--- config.mk ---
export PLATFORM = sky130hd
export DESIGN_NAME = reg_write_arbiter
export DESIGN_NICKNAME = d
export VERILOG_FILES = /design/src/rtl/reg_write_arbiter.sv
export SDC_FILE = /design/constraint.sdc
export NUM_CORES = 1
export LEC_CHECK = 0
export CORE_MARGIN = 10
export CORE_UTILIZATION = 39
export CTS_BUF_LIST = sky130_fd_sc_hd__clkbuf_16
export DETAILED_ROUTE_END_ITERATION = 6
export PLACE_DENSITY = 0.95
export SLEW_MARGIN = 20
export SYNTH_ARGS = -nofsm -noshare
export SYNTH_HDL_FRONTEND = slang
export SYNTH_SLANG_ARGS = --single-unit
--- constraint.sdc ---
create_clock -name clk -period 2.7 [get_ports clk]
set_clock_uncertainty 0.1 [all_clocks]
set_input_delay 0.54 -clock clk [delete_from_list [all_inputs] [get_ports clk]]
set_output_delay 0.54 -clock clk [all_outputs]
set_load 0.01 [all_outputs]
--- src/rtl/reg_write_arbiter.sv ---
// Round-robin arbiter that owns one shared WIDTH-bit register.
// Optional back-to-back burst writes under lock: define ARB_LOCK_EN.
module reg_write_arbiter #(
  parameter int N_REQ = 4,
  parameter int WIDTH = 8,
  parameter int IDW   = 2
) (
  input  logic                   clk,
  input  logic                   clear,
  input  logic [N_REQ-1:0]       req,
  input  logic [N_REQ*WIDTH-1:0] wr_data,
  input  logic [N_REQ-1:0]       lock,
  output logic [N_REQ-1:0]       gnt,
  output logic [N_REQ-1:0]       ack,
  output logic [WIDTH-1:0]       OUT,
  output logic [IDW-1:0]         owner,
  output logic                   busy
);

  typedef enum logic [1:0] {
    IDLE  = 2'd0,
    GRANT = 2'd1,
    DONE  = 2'd2
  } state_t;

  state_t           state;
  state_t           nxt;
  logic [IDW-1:0]   ptr;
  logic [IDW-1:0]   win;
  logic [IDW-1:0]   nxt_ptr;
  logic [IDW:0]     sum;
  logic             found;
  logic             own_req;
  logic             burst;
  logic [WIDTH-1:0] dat [N_REQ];

  for (genvar i = 0; i < N_REQ; i++) begin : g_dat
    assign dat[i] = wr_data[i*WIDTH +: WIDTH];
  end

  assign own_req = req[owner];

`ifdef ARB_LOCK_EN
  assign burst = lock[owner] & own_req;
`else
  logic lock_unused;
  assign lock_unused = ^lock;
  assign burst = 1'b0;
`endif

  // Wrap at N_REQ-1 so non power-of-two sizes never reach unused ids
  assign nxt_ptr = (owner == IDW'(N_REQ-1)) ? '0 : owner + 1'b1;

  // First requester at or after ptr, searching circularly
  always_comb begin
    win   = ptr;
    found = 1'b0;
    sum   = '0;
    for (int i = 0; i < N_REQ; i++) begin
      sum = {1'b0, ptr} + (IDW+1)'(i);
      if (sum >= (IDW+1)'(N_REQ))
        sum = sum - (IDW+1)'(N_REQ);
      if (!found && req[sum[IDW-1:0]]) begin
        found = 1'b1;
        win   = sum[IDW-1:0];
      end
    end
  end

  always_ff @(posedge clk or posedge clear) begin
    if (clear)
      state <= IDLE;
    else
      state <= nxt;
  end

  always_comb begin
    nxt = state;
    unique case (state)
      IDLE:    if (|req) nxt = GRANT;
      GRANT:   nxt = own_req ? DONE : IDLE;
      DONE:    nxt = burst ? GRANT : IDLE;
      default: nxt = IDLE;
    endcase
  end

  always_comb begin
    gnt        = '0;
    ack        = '0;
    gnt[owner] = (state == GRANT);
    ack[owner] = (state == DONE);
    busy       = (state != IDLE);
  end

  always_ff @(posedge clk or posedge clear) begin
    if (clear) begin
      owner <= '0;
      ptr   <= '0;
      OUT   <= '0;
    end else begin
      if (state == IDLE && |req)
        owner <= win;
      if (state == GRANT && own_req)
        OUT <= dat[owner];
      if (state == DONE && !burst)
        ptr <= nxt_ptr;
    end
  end

endmodule
After elaboration in Yosys (flattened, before gate mapping)
Cells that the tools add are included.

$add $sub $neg: 8. Order comparisons: 11. Eq/ne operators: 4. Muxes and demuxes: 30. Bitwise logic cells: 3. Reductions and logical operators: 12.

Operators with widths (count): two-way mux 2 bit (11); binary-select mux 8 bit (select 2 bit) (1); two-way mux 8 bit (2); less-than comparator 2 x 3 -> 1 bit (second input constant) (5); >= comparator 3 bit (second input constant) (4); binary-select mux 1 bit (select 2 bit) (5); two-way mux 1 bit (9); AND 4 bit (2); subtractor 2 x 1 -> 2 bit (second input constant) (4); adder 2 x 2 -> 3 bit (second input constant) (2); logical AND 1 bit (6); == test 2 bit (second input constant) (2); one-hot mux 2 bit (2 select lines) (1); OR reduction 4 bit (1); adder 2 x 1 -> 3 bit (second input constant) (1); >= comparator 2 x 3 -> 1 bit (second input constant) (1); zero test 1 bit (3); NOT 2 -> 3 bit (1); adder 2 x 1 -> 2 bit (second input constant) (1); demux 1 bit (select 2 bit) (1); == test 2 x 1 -> 1 bit (second input constant) (1); >= comparator 2 x 1 -> 1 bit (second input constant) (1); zero test 2 bit (1); != test 2 bit (second input constant) (1); nonzero test 2 bit (1).

Register bits after elaboration: 14. Output and inout bits: 19. Word-level logic and storage cells: 72.

Logic depth before layout (Yosys ltp)
Depth after elaboration: 14. Gate-level depth with buffers: 5.

Least setup slack after synthesis
No wires, ideal clock.

Kind: register to output. Start point: register owner[1]. End point: output ack[0]. Arrival: 1.210 ns. Data required time: 2.060 ns. Slack: 0.850 ns. Cell stages (with the launch flop): 5. Path through: dfrtp_1 clkbuf_1 inv_1 ha_1 and2_1.

Word-level cells in the longest chain between the ends: 5. Elaborated cells on any way between the ends: 6. Classes of those cells: order compare (2); mux (2); bitwise (1); reduce/logical (1).

RTL lines: start, declared (line 16) `output logic [IDW-1:0] owner,`; start signal, assigned (line 102) `owner <= win;`; less-than comparator 2 x 3 -> 1 bit (implied by the code) / >= comparator 2 x 1 -> 1 bit (equally long branches) (line 91) `ack[owner] = (state == DONE);`; logical AND 1 bit (implied by the code) (line 91); two-way mux 1 bit (implied by the code) (line 91); demux 1 bit (select 2 bit) * (line 91); AND 4 bit (no source line) *; end, declared (line 14) `output logic [N_REQ-1:0] ack,`.

Mark *: on every way between the ends. The rest lies on a longest branch, timed or not.

Worst setup path in the final report
Start point: register owner[1]. End point: output ack[2].

Same word-level chain as after synthesis.

==> results.md <==
* Status: completed
* Crit end category: primary output
* Multi-input combinational cell area at ~600 um2
* Final net count at between 150 and 200
* Slew Viols, Final at 0
* Crit path DAT at about 1.8 ns
* Commonest non-fill, non-tap cell in the layout: clkdlybuf4s50_1
* Hold Path Class: reg -> reg
* Residual DRC at 0
* Unique masters post-synth at 20
* Fmax achieved at around 420 MHz
* Max-slew headroom at between 60% and 70%
* Pin count of the biggest net entering global routing at 15
* Worst Slack Setup Final at 0.3077 ns
* Vias per cell at a little under 5
* Vert. Die Dim at between 70 and 80 um
* FF-to-FF setup slack at 0.73 ns
* Leakage at 0.0006770 uW
* Setup TNS at 0 ns
* Htree depth at 1
* Routed WL at about 3200 um
* Initial core utilization at around two fifths
* Power Total at around 1600 uW
* Most frequent cells in the layout: clkdlybuf4s50_1, dfrtp_1, mux4_2, mux2_2, and2_1
* CTS Sinks at 14
* First DRT Iteration DRCs at 23
* Post-CTS Repair Setup Buffers at 0
* Std cell rows at 18
* Synthesized Nets at around 130
* Post-Syn Area per Cell at 11.61 um2
* Main area contributors after synthesis: dfrtp_1, mux4_2, mux2_2
* Post-DRT Antenna Nets at 0
* Leading area contributor after synthesis: dfrtp_1
* Setup CP Type: reg -> out
* Final Hold Fails at 0
* Dpl hpwl at roughly 2700 um
* Fin crit share at 88.60%
* Routability congestion estimate at 0.7874
* Number of max-cap violations at 0
* Share of cells above drive strength 1 at around 17%
* Place WS at approximately 0.31 ns
* Clock-pin slew on the worst setup and hold paths at approximately 0.050 ns
* Cell Pwr Density at between 900 and 1000 nW/um2
* Syn Inst Count at 85
* Fin cells at between 150 and 200
* Clock latency on the worst-skew pair at 0.24 ns
* Area Growth Syn to Fin at 67.05%
* Placed cell count at 170
* Area fraction of the dominant cell type after synthesis at roughly 35%
* Max FO, Critical Path at 10
* Clock Tree Buf Depth at 2
* Seq/Total Area, Yosys at between 30% and 40%
* Routed vias at 858
* FF+latch count, synth at 14
* Initial antenna violation count at 0
* Register Area at about 350 um2
* Port Buffers at 56
* Worst hold stages at 1
* Placeable Area at about 2500 um2
* GRT Overall Usage at about 12%
* PostCTS Resize Cnt at 0
* Netlist Area Pre-Place at 987.2 um2
* RSZ-0062 raised after global routing: false
* R2R depth at 4
* CTS hold repair buffers at 0
* Die width at around 70 um
* Max IR drop VDD at around 0.68 mV
* Final setup vio count at 0
* Least-Margin Pin Slew at around 0.52 ns
* Die area at 4944 um2
* Antenna cell count at 0
* Critical path launch point type: flop
* First-pass DRT Iterations at 4
* Wirelength per Cell at ~18 um
* Ports at 61
* Post-route minimum period at between 2 and 2.5 ns
* Clk root buf: clkbuf_16
* Filler cell count at 193
* TritonCTS buffer count at 3
* Congestion Overflow GR at 0
* CTS tree: built
* Worst EP required at 2.06 ns
* First-pass GRT wire length at approximately 4700 um
* Yosys Warn Count at 0
* Vias in the first global route at 895
==> worst paths after layout <==
check | from | endpoint
setup / recovery | owner[1] | ack[2]
hold / removal | OUT[5] | OUT[5]
setup reg to reg | owner[0] | OUT[1]
hold reg to reg | OUT[5] | OUT[5]
max in group asynchronous | clear | owner[1]
min in group asynchronous | clear | OUT[5]
==> layout make-up <==
cell class	count	area share, %
Clock buffer	3	4.552
Inverter	7	1.593
Multi-Input combinational cell	61	35.43
Sequential cell	14	21.24
Tap cell	30	2.276
Timing Repair Buffer	58	34.90
==> metal layers <==
layer | track usage (%) | wire length [um] | vias up
met1 | 10.33 | 1040 | 408
met5 | 0 | 0 | -
met2 | 24.85 | 1936 | 20
met3 | 3.955 | 163 | 2
met4 | 3.947 | 28 | 0
li1 | - | - | 428
==> stage by stage <==
step | hold slack [ns] | cell area, um2 | util, %
finish | 0.3945 | 1649 | 67.18
global route | 0.4239 | 1649 | 67.18
CTS | 0.3990 | 1649 | 67.18
detailed placement | 0.3887 | 1574 | 64.12
global placement | 0.3727 | 1574 | 64.12
floorplan | 0.3292 | 987.2 | -
==> registers in the layout, indices dropped and copies added (netlist names) <==
signal,cells
OUT,8
owner,2
ptr,2
state,2
==> synth_stat cells (all sizes together) <==
| library cell | instances |
|---|---|
| a21oi | 4 |
| nand2 | 6 |
| o21ai | 6 |
| mux2 | 9 |
| a21o | 1 |
| nor4bb | 2 |
| ha | 4 |
| mux4 | 9 |
| dfrtp | 14 |
| o22a | 1 |
| o221ai | 2 |
| nor2 | 4 |
| or2 | 1 |
| buf | 2 |
| and2 | 8 |
| inv | 7 |
| clkbuf | 1 |
| nor2b | 4 |
==> where the power goes <==
part	total, uW	internal [uW]	switching (uW)
Sequential	404	319	84.9
Clock	274	193	80.9
Combinational	910	532	378
Total	1590	1040	544
==> critical path, cell delays in order, from the launching register on <==
cell	delay [ns]
dfrtp_1	0.43
buf_4	0.23
ha_1	0.17
and2_1	0.13
clkdlybuf4s50_1	0.55
==> kinds of logic after synthesis <==
kind of cell,count (synthesis),synth area share [%]
mux,18,30.80
flops,14,35.49
buf+inv,10,5.323
simple gates,25,14.83
fa+ha+maj,4,5.070
compound gates,14,8.493
Power figures use the tool's default switching activity.
